**src/rtl/crossbar_pkg.sv**
```systemverilog
// ----------------------------------------------------------------------------
// crossbar_pkg
// Shared types and helpers for the registered crossbar switch.
//   xbar_state_e : configuration FSM states (IDLE, CHECK, APPLY, REJECT)
//   rot_idx      : (o + s) mod n, the input port feeding output o at rotation s
// ----------------------------------------------------------------------------
package crossbar_pkg;

    typedef enum logic [1:0] {
        IDLE   = 2'd0,
        CHECK  = 2'd1,
        APPLY  = 2'd2,
        REJECT = 2'd3
    } xbar_state_e;

    // n is a power of two, so the modulo reduces to truncation in hardware.
    function automatic int rot_idx(input int o, input int s, input int n);
        return (o + s) % n;
    endfunction

endpackage

```
**src/rtl/crossbar_map_checker.sv**
```systemverilog
// ----------------------------------------------------------------------------
// crossbar_map_checker
// Combinational legality check of a shadow crossbar configuration. Only
// enabled outputs take part. A configuration is legal when every enabled
// output o selects input (o + s) mod N for one common rotation s.
// Ports:
//   i_sel       [N][clog2N] per-output selected input
//   i_en        [N]         per-output enable
//   o_legal                 configuration may be committed
//   o_collision             two enabled outputs select the same input
//   o_mapping               no single common rotation exists (set on collision too)
//   o_shift     [clog2N]    derived rotation (0 when nothing is enabled)
// ----------------------------------------------------------------------------
module crossbar_map_checker #(
    parameter int N = 8
) (
    input  logic [N-1:0][$clog2(N)-1:0] i_sel,
    input  logic [N-1:0]                i_en,
    output logic                        o_legal,
    output logic                        o_collision,
    output logic                        o_mapping,
    output logic [$clog2(N)-1:0]        o_shift
);

    localparam int IW = $clog2(N);

    logic          w_found;
    logic          w_mism;
    logic          w_coll;
    logic [IW-1:0] w_cand;
    logic [IW-1:0] w_diff;

    // The first enabled output fixes the candidate rotation; every later
    // enabled output must reproduce it. Subtraction wraps mod N for free.
    always_comb begin
        w_found = 1'b0;
        w_mism  = 1'b0;
        w_cand  = '0;
        w_diff  = '0;
        for (int o = 0; o < N; o++) begin
            w_diff = i_sel[o] - IW'(o);
            if (i_en[o]) begin
                if (!w_found) begin
                    w_cand  = w_diff;
                    w_found = 1'b1;
                end else if (w_diff != w_cand) begin
                    w_mism = 1'b1;
                end
            end
        end
    end

    always_comb begin
        w_coll = 1'b0;
        for (int a = 0; a < N; a++) begin
            for (int b = a + 1; b < N; b++) begin
                if (i_en[a] && i_en[b] && (i_sel[a] == i_sel[b])) begin
                    w_coll = 1'b1;
                end
            end
        end
    end

    // A collision can never satisfy a single rotation, so it also flags mapping.
    assign o_collision = w_coll;
    assign o_mapping   = w_mism | w_coll;
    assign o_legal     = ~(w_mism | w_coll);
    assign o_shift     = w_cand;

endmodule

```
**src/rtl/crossbar_switch_pipe.sv**
```systemverilog
// ----------------------------------------------------------------------------
// crossbar_switch_pipe
// Registered NxN rotation crossbar with a handshaked, atomically committed
// configuration. An offered mapping is captured into shadow registers, checked
// by crossbar_map_checker, and either committed to the active registers or
// rejected with sticky error flags. Datapath latency is one clock.
// Optional feature macro: CROSSBAR_STATS_EN (adds commit/reject counters).
// Ports:
//   clk, rst                       clock (rising), asynchronous active-high reset
//   in[N][W], in_valid             ingress data, shared valid
//   cfg_valid / cfg_ready          configuration handshake
//   cfg_input_sel[N], cfg_output_enable[N]  offered mapping
//   flush                          clear all active enables at the next edge
//   out[N][W], out_valid[N]        registered egress data and valids
//   active_shift                   committed rotation
//   cfg_done                       one-cycle pulse when a check finishes
//   mapping_error, collision_error sticky result of the last configuration
//   cfg_commit_cnt, cfg_reject_cnt saturating counters (CROSSBAR_STATS_EN only)
// ----------------------------------------------------------------------------
module crossbar_switch_pipe
    import crossbar_pkg::*;
#(
    parameter int N = 8,
    parameter int W = 8
) (
    input  logic                        clk,
    input  logic                        rst,
    input  logic [N-1:0][W-1:0]         in,
    input  logic                        in_valid,
    input  logic                        cfg_valid,
    output logic                        cfg_ready,
    input  logic [N-1:0][$clog2(N)-1:0] cfg_input_sel,
    input  logic [N-1:0]                cfg_output_enable,
    input  logic                        flush,
    output logic [N-1:0][W-1:0]         out,
    output logic [N-1:0]                out_valid,
    output logic [$clog2(N)-1:0]        active_shift,
    output logic                        cfg_done,
    output logic                        mapping_error,
`ifdef CROSSBAR_STATS_EN
    output logic [15:0]                 cfg_commit_cnt,
    output logic [15:0]                 cfg_reject_cnt,
`endif
    output logic                        collision_error
);

    localparam int IW = $clog2(N);

    xbar_state_e r_state;
    xbar_state_e w_state_nxt;
    logic        w_cfg_ready;
    logic        w_accept;

    logic [N-1:0][IW-1:0] r_shadow_sel;
    logic [N-1:0]         r_shadow_en;

    logic          w_chk_legal;
    logic          w_chk_coll;
    logic          w_chk_map;
    logic [IW-1:0] w_chk_shift;

    logic          r_chk_coll;
    logic          r_chk_map;
    logic [IW-1:0] r_chk_shift;

    logic [N-1:0]  r_act_en;
    logic [IW-1:0] r_act_shift;
    logic          r_map_err;
    logic          r_coll_err;
    logic          r_cfg_done;

    logic [IW-1:0]         w_rot_idx [N];
    logic [N-1:0][W-1:0]   w_out_p0;
    logic [N-1:0]          w_vld_p0;
    logic [N-1:0][W-1:0]   r_out_p1;
    logic [N-1:0]          r_vld_p1;

    crossbar_map_checker #(
        .N (N)
    ) u_checker (
        .i_sel       (r_shadow_sel),
        .i_en        (r_shadow_en),
        .o_legal     (w_chk_legal),
        .o_collision (w_chk_coll),
        .o_mapping   (w_chk_map),
        .o_shift     (w_chk_shift)
    );

    // ---------------- configuration FSM ----------------
    always_ff @(posedge clk or posedge rst) begin
        if (rst) begin
            r_state <= IDLE;
        end else begin
            r_state <= w_state_nxt;
        end
    end

    always_comb begin
        w_state_nxt = r_state;
        w_cfg_ready = 1'b0;
        w_accept    = 1'b0;
        case (r_state)
            IDLE: begin
                w_cfg_ready = 1'b1;
                if (cfg_valid) begin
                    w_accept    = 1'b1;
                    w_state_nxt = CHECK;
                end
            end
            CHECK:   w_state_nxt = w_chk_legal ? APPLY : REJECT;
            APPLY:   w_state_nxt = IDLE;
            REJECT:  w_state_nxt = IDLE;
            default: w_state_nxt = IDLE;
        endcase
    end

    // ---------------- shadow / check / active registers ----------------
    always_ff @(posedge clk or posedge rst) begin
        if (rst) begin
            r_shadow_sel <= '0;
            r_shadow_en  <= '0;
            r_chk_coll   <= 1'b0;
            r_chk_map    <= 1'b0;
            r_chk_shift  <= '0;
            r_act_en     <= '0;
            r_act_shift  <= '0;
            r_map_err    <= 1'b0;
            r_coll_err   <= 1'b0;
            r_cfg_done   <= 1'b0;
        end else begin
            r_cfg_done <= (r_state == APPLY) || (r_state == REJECT);

            if (w_accept) begin
                r_shadow_sel <= cfg_input_sel;
                r_shadow_en  <= cfg_output_enable;
                r_map_err    <= 1'b0;
                r_coll_err   <= 1'b0;
            end

            if (r_state == CHECK) begin
                r_chk_coll  <= w_chk_coll;
                r_chk_map   <= w_chk_map;
                r_chk_shift <= w_chk_shift;
            end

            if (r_state == REJECT) begin
                r_map_err  <= r_chk_map;
                r_coll_err <= r_chk_coll;
            end

            if (r_state == APPLY) begin
                r_act_shift <= r_chk_shift;
            end

            // flush has priority over a commit landing in the same cycle.
            if (flush) begin
                r_act_en <= '0;
            end else if (r_state == APPLY) begin
                r_act_en <= r_shadow_en;
            end
        end
    end

    // ---------------- datapath p0: rotation select ----------------
    for (genvar g = 0; g < N; g++) begin : g_sel
        assign w_rot_idx[g] = IW'(rot_idx(g, int'(r_act_shift), N));
        assign w_out_p0[g]  = r_act_en[g] ? in[w_rot_idx[g]] : '0;
        assign w_vld_p0[g]  = in_valid & r_act_en[g];
    end

    // ---------------- datapath p1: output register ----------------
    always_ff @(posedge clk or posedge rst) begin
        if (rst) begin
            r_out_p1 <= '0;
            r_vld_p1 <= '0;
        end else begin
            r_out_p1 <= w_out_p0;
            r_vld_p1 <= w_vld_p0;
        end
    end

`ifdef CROSSBAR_STATS_EN
    logic [15:0] r_commit_cnt;
    logic [15:0] r_reject_cnt;

    function automatic logic [15:0] sat_inc16(input logic [15:0] v);
        return (v == 16'hFFFF) ? v : v + 16'd1;
    endfunction

    always_ff @(posedge clk or posedge rst) begin
        if (rst) begin
            r_commit_cnt <= '0;
            r_reject_cnt <= '0;
        end else begin
            if (r_state == APPLY)  r_commit_cnt <= sat_inc16(r_commit_cnt);
            if (r_state == REJECT) r_reject_cnt <= sat_inc16(r_reject_cnt);
        end
    end

    assign cfg_commit_cnt = r_commit_cnt;
    assign cfg_reject_cnt = r_reject_cnt;
`endif

    assign cfg_ready       = w_cfg_ready;
    assign out             = r_out_p1;
    assign out_valid       = r_vld_p1;
    assign active_shift    = r_act_shift;
    assign cfg_done        = r_cfg_done;
    assign mapping_error   = r_map_err;
    assign collision_error = r_coll_err;

endmodule
```
**config.mk**
```make
export PLATFORM = sky130hd
export DESIGN_NAME = crossbar_switch_pipe
export DESIGN_NICKNAME = d
export VERILOG_FILES = /design/src/rtl/crossbar_pkg.sv /design/src/rtl/crossbar_map_checker.sv /design/src/rtl/crossbar_switch_pipe.sv
export SDC_FILE = /design/constraint.sdc
export NUM_CORES = 1
export LEC_CHECK = 0
export ABC_CLOCK_PERIOD_IN_PS = 6350
export BUFFER_PORTS_ARGS = -buffer_cell sky130_fd_sc_hd__buf_2
export CAP_MARGIN = 20
export CORE_MARGIN = 2
export CORE_UTILIZATION = 35
export CTS_BUF_LIST = sky130_fd_sc_hd__clkbuf_8
export DETAILED_ROUTE_END_ITERATION = 7
export HOLD_SLACK_MARGIN = 0.03
export PLACE_DENSITY = 0.64
export SLEW_MARGIN = 0
export SYNTH_ARGS = -nofsm -noshare
export SYNTH_HDL_FRONTEND = slang
export SYNTH_SLANG_ARGS = --single-unit
```
**constraint.sdc**
```tcl
create_clock -name clk -period 6.35 [get_ports clk]
set_clock_uncertainty 0.05 [all_clocks]
set_input_delay 0.635 -clock clk [delete_from_list [all_inputs] [get_ports clk]]
set_output_delay 0.635 -clock clk [all_outputs]
set_load 0.01 [all_outputs]
```
==> results of run 1 <==
## cell families (layout without fill, tap and decap cells)
logic type,after synthesis,count (layout),synth area share (%)
AND/OR/NAND/NOR,242,242,13.46
AO/OA/AOI/OAI,134,134,10.87
flip-flops,125,125,36.76
XOR/XNOR,112,112,11.69
multiplexers,107,107,22.35
buffers and inverters,80,235,3.985
adder cells (fa/ha/maj),6,6,0.8823
other,0,1,0
## power groups by stage
stage	Sequential [mW]	Combinational, mW	Clock, mW
after floorplan	1.17	2.62	0
after global placement	1.62	2.86	0
after detailed placement	1.62	2.90	0
after CTS	1.60	2.92	0.738
after global routing	1.66	3.24	0.783
final	1.61	2.93	0.722
## worst max-delay path: cells and delay by family, from the launching register on
kind | cells | cell delay, ns
compound gates | 4 | 0.93
xor+xnor | 2 | 0.32
fa+ha+maj | 1 | 0.22
buf+inv | 1 | 0.11
flops | 1 | 0.61
simple gates | 2 | 0.70
## per-layer routing
metal,global-route usage (%),part of all wire [%]
met5,0,0.050
met4,7.125,3.2
met3,4.675,7.5
met2,33.96,49
met1,26.57,41
## per-stage QoR
stage | hold WS, ns | total power, mW | setup WS, ns | utilization, %
4_1_cts | 0.2768 | 5.261 | 3.367 | 41.42
3_5_place_dp | 0.4058 | 4.528 | 3.378 | 39.78
3_3_place_gp | 0.4066 | 4.478 | 3.426 | 39.75
6_report | 0.2616 | 5.263 | 3.275 | 41.52
5_1_grt | 0.2966 | 5.683 | 3.009 | 41.51
2_1_floorplan | 0.3886 | 3.794 | 2.337 | -
## worst max-delay path by stage
stage                      endpoint  slack, ns  cells after the start
global route             r_state[0]       3.01                      8
detailed placement       r_state[0]       3.38                     10
CTS                      r_state[0]       3.37                     10
global placement         r_state[0]       3.43                     10
finish                    r_chk_map       3.28                     10
floorplan           active_shift[0]       2.34                      1
## flip-flops by register name (all words and copies together), names as in the netlist, 2 cells and up
signal / flops
r_act_en: 8
active_shift: 3
out: 64
r_state: 2
r_shadow_en: 8
out_valid: 8
r_shadow_sel: 24
r_chk_shift: 3
## cell type report
| type | instances | area, um2 | share of cell area, % |
|---|---|---|---|
| well taps | 324 | 405.4 | 4.050 |
| repair buffers | 191 | 985.9 | 9.850 |
| inverters | 12 | 47.55 | 0.4750 |
| clock inverters | 14 | 147.6 | 1.475 |
| clock buffers | 18 | 247.7 | 2.475 |
| multi-input cells | 601 | 5041 | 50.36 |
| flip-flops and latches | 125 | 3132 | 31.29 |
| diodes | 1 | 2.502 | 0.02500 |
## synthesized netlist by cell type, types with 3 or more instances
cell / count / share of area, %
a21boi_0: 48 / 4.2
a21o_1: 3 / 0.26
a21oi_1: 16 / 0.94
a31oi_1: 4 / 0.29
and2_1: 10 / 0.74
buf_1: 9 / 0.40
buf_2: 19 / 1.1
clkbuf_1: 37 / 1.6
dfrtp_1: 125 / 37
ha_1: 6 / 0.88
inv_1: 10 / 0.44
mux2_2: 24 / 3.2
mux2i_1: 19 / 2.2
mux4_2: 64 / 17
nand2_1: 149 / 6.6
nand2b_1: 7 / 0.51
nand3_1: 5 / 0.29
nand4_1: 14 / 1.0
nor2_1: 6 / 0.26
nor2b_1: 24 / 1.8
nor3_1: 5 / 0.29
nor4_1: 11 / 0.81
o21ai_0: 25 / 1.5
o21ai_1: 5 / 0.29
o311ai_0: 3 / 0.31
o31ai_1: 3 / 0.26
o41ai_1: 5 / 0.51
xnor2_1: 56 / 5.8
xor2_1: 55 / 5.7
==> impl_results.md, run 1 <==
- Register area share after synthesis: 36.76%
- FF-to-FF path depth: 10
- Post-DR wirelength/cell: 20.03 um
- Number of enable-type register cells in the synthesized netlist: 0
- Post-Route WL: 25.76 mm
- Worst reg-to-reg setup slack: 3.28 ns
- Req. time, crit path: 6.63 ns
- Asr flop ratio synth: 100.0%
- Sw Share: 47.11%
- Nets: 1055
- # Post-CTS Setup Buffers: 0
- Synth Cell Area: 8508 um2
- Crit path launch type: flip-flop
- CTS Buf Count: 17
- Clk_lat worst skew: about 0.46 ns
- DP Area: approximately 9600 um2
- Synth Register Bits: 125
- Worst Tran Pin Value: 0.8141 ns
- I/O Pins: 180
- Post-synth top flop: dfrtp_1
- Post-CTS Hold Fix Bufs: 0
- Worst path slowest cell: dfrtp_1
- VDD IR-drop max: 0.3824 mV
- Max-cap check violation count: 0
- Final setup violation count: 0
- Fillers: 2378
- DRC: 0
- Mean Syn Cell Area: 10.56 um2
- Finished Layout Cells: 1286
- Port bufs: 179
- DRT Pass-1 Iters: 7
- Final Cycle Share: 48.42%
- Critical path type: flip-flop to flip-flop
- Vias in the first global route: between 6k and 7k
- Clk network pwr share: 13.7%
- Synth Instances: roughly 810
- Die area: about 26000 um2
- Gr usage total: 20.51%
- Initial antenna violation count: 2
- First-pass GRT wire length: 40.59 mm
- Grt ovf: 0
- Initial Util: 35.30%
- Detailed Place HPWL: between 15 and 20 mm
- Clk sink count: between 100 and 150
- Die height: about 160 um
- Total core area: 24110 um2
- PD cells: 525.8 nW/um2
- Minimum clock period: 3.075 ns
- Crit path arrival time: 3.35 ns
- CTS root buf: clkbuf_8
- Number of H-tree levels: 4
- P_sw: 2.480 mW
- CTS Buffer Depth: 2
- Power share of the combinational group: a little under three fifths
- Worst path cell trace: inv_1, ha_1, xnor2_1, xnor2_1, o311ai_0, o21ai_0, nor4_1, o2111ai_1, nor4_2, o21ai_1
- CP Capture Type: flip-flop
- Vias: 6941
- Chip width: 159.9 um
- Reg2reg end: r_chk_map
- Number of cell rows: 57
- Unrepaired setup endpoints after global routing: no
- Distinct cells, synth: 57
- R2r startpoint: r_shadow_sel[3]
- Slew HR: 45.73%
- Peak Freq: 325.2 MHz
- Most common cell after layout, fill and taps aside: buf_2
- Clk slew on worst S/H paths: 0.09 ns
- Iteration-0 DRC Markers: 571
- Slew Viols, Final: 0
- DP Cell Count: 1250
- Flop pwr share: 30.6%
- Commonest cells after routing, fill and taps aside: buf_2, nand2_1, dfrtp_1
- CP max FO: 9
- Hold Path Class: input pin to asynchronous set/reset pin
- Post-route antenna net violation count: 0
- Pin count of the biggest net entering global routing: 66
- Crit-path max cell delay: 0.61 ns
- YS warnings: 0
- Static Leak: about 4.4 nW
- CTS tree: yes
- Design Area, Final: 10010 um2
- Syn nets: 913
- Layout Area Growth over Synthesis: 17.65%
- Critical Path Start: r_shadow_sel[3]
- Vias per cell: approximately 5.4
- Crit path top cell by count: xnor2_1
- Layout cell share with drive strength beyond 1: 33.19%
- Setup TNS: 0 ns
- Post-CTS sizing: 0
- Final-report hold violation count: 0
- Placer Congestion: between 0.9 and 1
- Status: finished clean
- Int Power: 2.784 mW
No activity file was read; power rests on OpenSTA's default activity.
==> run 2: changes to the inputs <==
- ABC_CLOCK_PERIOD_IN_PS: 6350 -> 2850
- clock period: 6.35 -> 2.85 ns (I/O delays scaled with it)
==> impl_results.md, run 2 (synthesis gave the netlist of run 1 again) <==
- Status: finished clean
- Iteration-0 DRC Markers: around 540
- CP Capture Type: flip-flop
- Clk_lat worst skew: 0.45 ns
- Minimum clock period: 2.671 ns
- Worst Tran Pin Value: 0.8336 ns
- Clk network pwr share: approximately 14%
- Final Cycle Share: a little over nine tenths
- I/O Pins: 180
- Crit path arrival time: 2.94 ns
- Finished Layout Cells: roughly 1.4k
- Layout Area Growth over Synthesis: 26.21%
- Grt ovf: 0
- CTS Buffer Depth: 2
- Die area: roughly 26000 um2
- Power share of the combinational group: 63.2%
- Post-DR wirelength/cell: roughly 19 um
- Detailed Place HPWL: 19.89 mm
- Number of flip-flops in the largest register: 64
- Number of cell rows: 57
- Critical path type: flip-flop to flip-flop
- Design Area, Final: 10740 um2
- DRT Pass-1 Iters: 5
- Pin count of the biggest net entering global routing: between 60 and 70
- Hold Slack: 0.1224 ns
- Post-route antenna net violation count: 0
- Worst slack at placement: 0.1818 ns
- Final worst setup slack: about 0.18 ns
- CTS tree: yes
- Initial Util: a little over a third
- Final setup violation count: 0
- Vias: 7160
- Worst reg-to-reg setup slack: roughly 0.18 ns
- Slew Viols, Final: 0
- Static Leak: approximately 4.8 nW
- Flop pwr share: 23.1%
- Clk slew on worst S/H paths: 0.09 ns
- Chip width: 159.9 um
- Sw Share: a little under half
- Clk sink count: roughly 130
- Commonest cells after routing, fill and taps aside: buf_2, nand2_1, dfrtp_1
- DP Cell Count: around 1.3k
- Crit path launch type: flip-flop
- GR Util met1: 25.21%
- VDD IR-drop max: 0.6515 mV
- Gr usage total: 20.99%
- Hold path cells: 2
- P_sw: around 5.6 mW
- Unrepaired setup endpoints after global routing: no
- Total core area: 24110 um2
- Most common cell after layout, fill and taps aside: buf_2
- Setup TNS: 0 ns
- DP Area: 9953 um2
- FF-to-FF path depth: 9
- First-pass GRT wire length: between 40 and 50 mm
- Number of H-tree levels: 4
- CTS Buf Count: 17
- Hold Path Class: input pin to flip-flop
- PD cells: 1156 nW/um2
- Post-Route WL: ~26 mm
- Met2 usage: 36.48%
- Layout cell share with drive strength beyond 1: 34.66%
- Global routing met3 resource utilization: under 10%
- Layer with the highest usage: met2
- Req. time, crit path: 3.12 ns
- Nets: 1127
- CTS root buf: clkbuf_8
- Final-report hold violation count: 0
- Die height: 159.9 um
- Vias per cell: 5.265
- Fillers: 2341
- Initial antenna violation count: 4
- Placer Congestion: 0.8879
- Vias in the first global route: between 7k and 8k
- Final Util: 44.54%
- Int Power: about 6.8 mW
- Slew HR: 44.31%
- CP max FO: 9
- DRC: 0
- Max-cap check violation count: 0
- Peak Freq: 374.3 MHz
- Port bufs: 179
- Total power: 12.41 mW
-- run 2: changes by cell type in the layout (fill, tap and decap cells not counted), sizes merged --
cell,change
bufinv,+2
diode,+2
dlygate4sd3,+34
clkinvlp,+2
clkinv,+2
clkbuf,-1
buf,+38
inv,-5
-- run 2: cell type report --
type / instances / area [um2] / area share (%)
clock buffer: 17 / 234.0 / 2.179
timing repair buffer: 263 / 1674 / 15.59
antenna: 3 / 7.507 / 0.06991
multi-input combinational: 601 / 5047 / 47.01
clock inverter: 15 / 187.7 / 1.748
tap: 324 / 405.4 / 3.775
inverter: 12 / 48.80 / 0.4544
sequential: 125 / 3133 / 29.18
-- run 2: power groups by stage --
stage | clock (mW) | sequential (mW) | combinational, mW
floorplan | 0 | 2.61 | 5.87
global placement | 0 | 2.88 | 7.62
detailed placement | 0 | 2.90 | 7.75
CTS | 1.75 | 2.86 | 7.83
global route | 1.84 | 2.94 | 8.59
finish | 1.70 | 2.87 | 7.84
-- run 2: what timing repair did --
action	in CTS	in global routing
setup buffers	0	0
setup endpoints to repair	0	2
hold buffers	34	0
hold endpoints to repair	68	0
resized for setup	0	2
-- run 2: final timing paths --
path,startpoint,to
setup / recovery,r_shadow_en[2],r_state[0]
hold / removal,in_valid,out_valid[0]
setup reg to reg,r_shadow_en[2],r_state[0]
hold reg to reg,r_chk_shift[2],r_chk_shift[2]
max in group asynchronous,rst,r_shadow_en[1]
min in group asynchronous,rst,out[39]
-- run 2: critical path, cell delays in order, from the launching register on --
cell and delay, ns:
dfrtp_1 0.51, buf_4 0.22, or4_1 0.47, a21oi_1 0.16
nand2_1 0.14, a21bo_2 0.25, a21oi_1 0.14, o2111ai_1 0.15
nor4_2 0.35, o21bai_1 0.10
-- run 2: layer usage --
metal / up-vias / routed length (um) / part of all wire, %
li1: 3298 / - / -
met1: 3507 / 10410 / 39
met2: 314 / 13240 / 50
met3: 39 / 1982 / 7.5
met4: 2 / 761 / 2.9
met5: - / 13 / 0.049
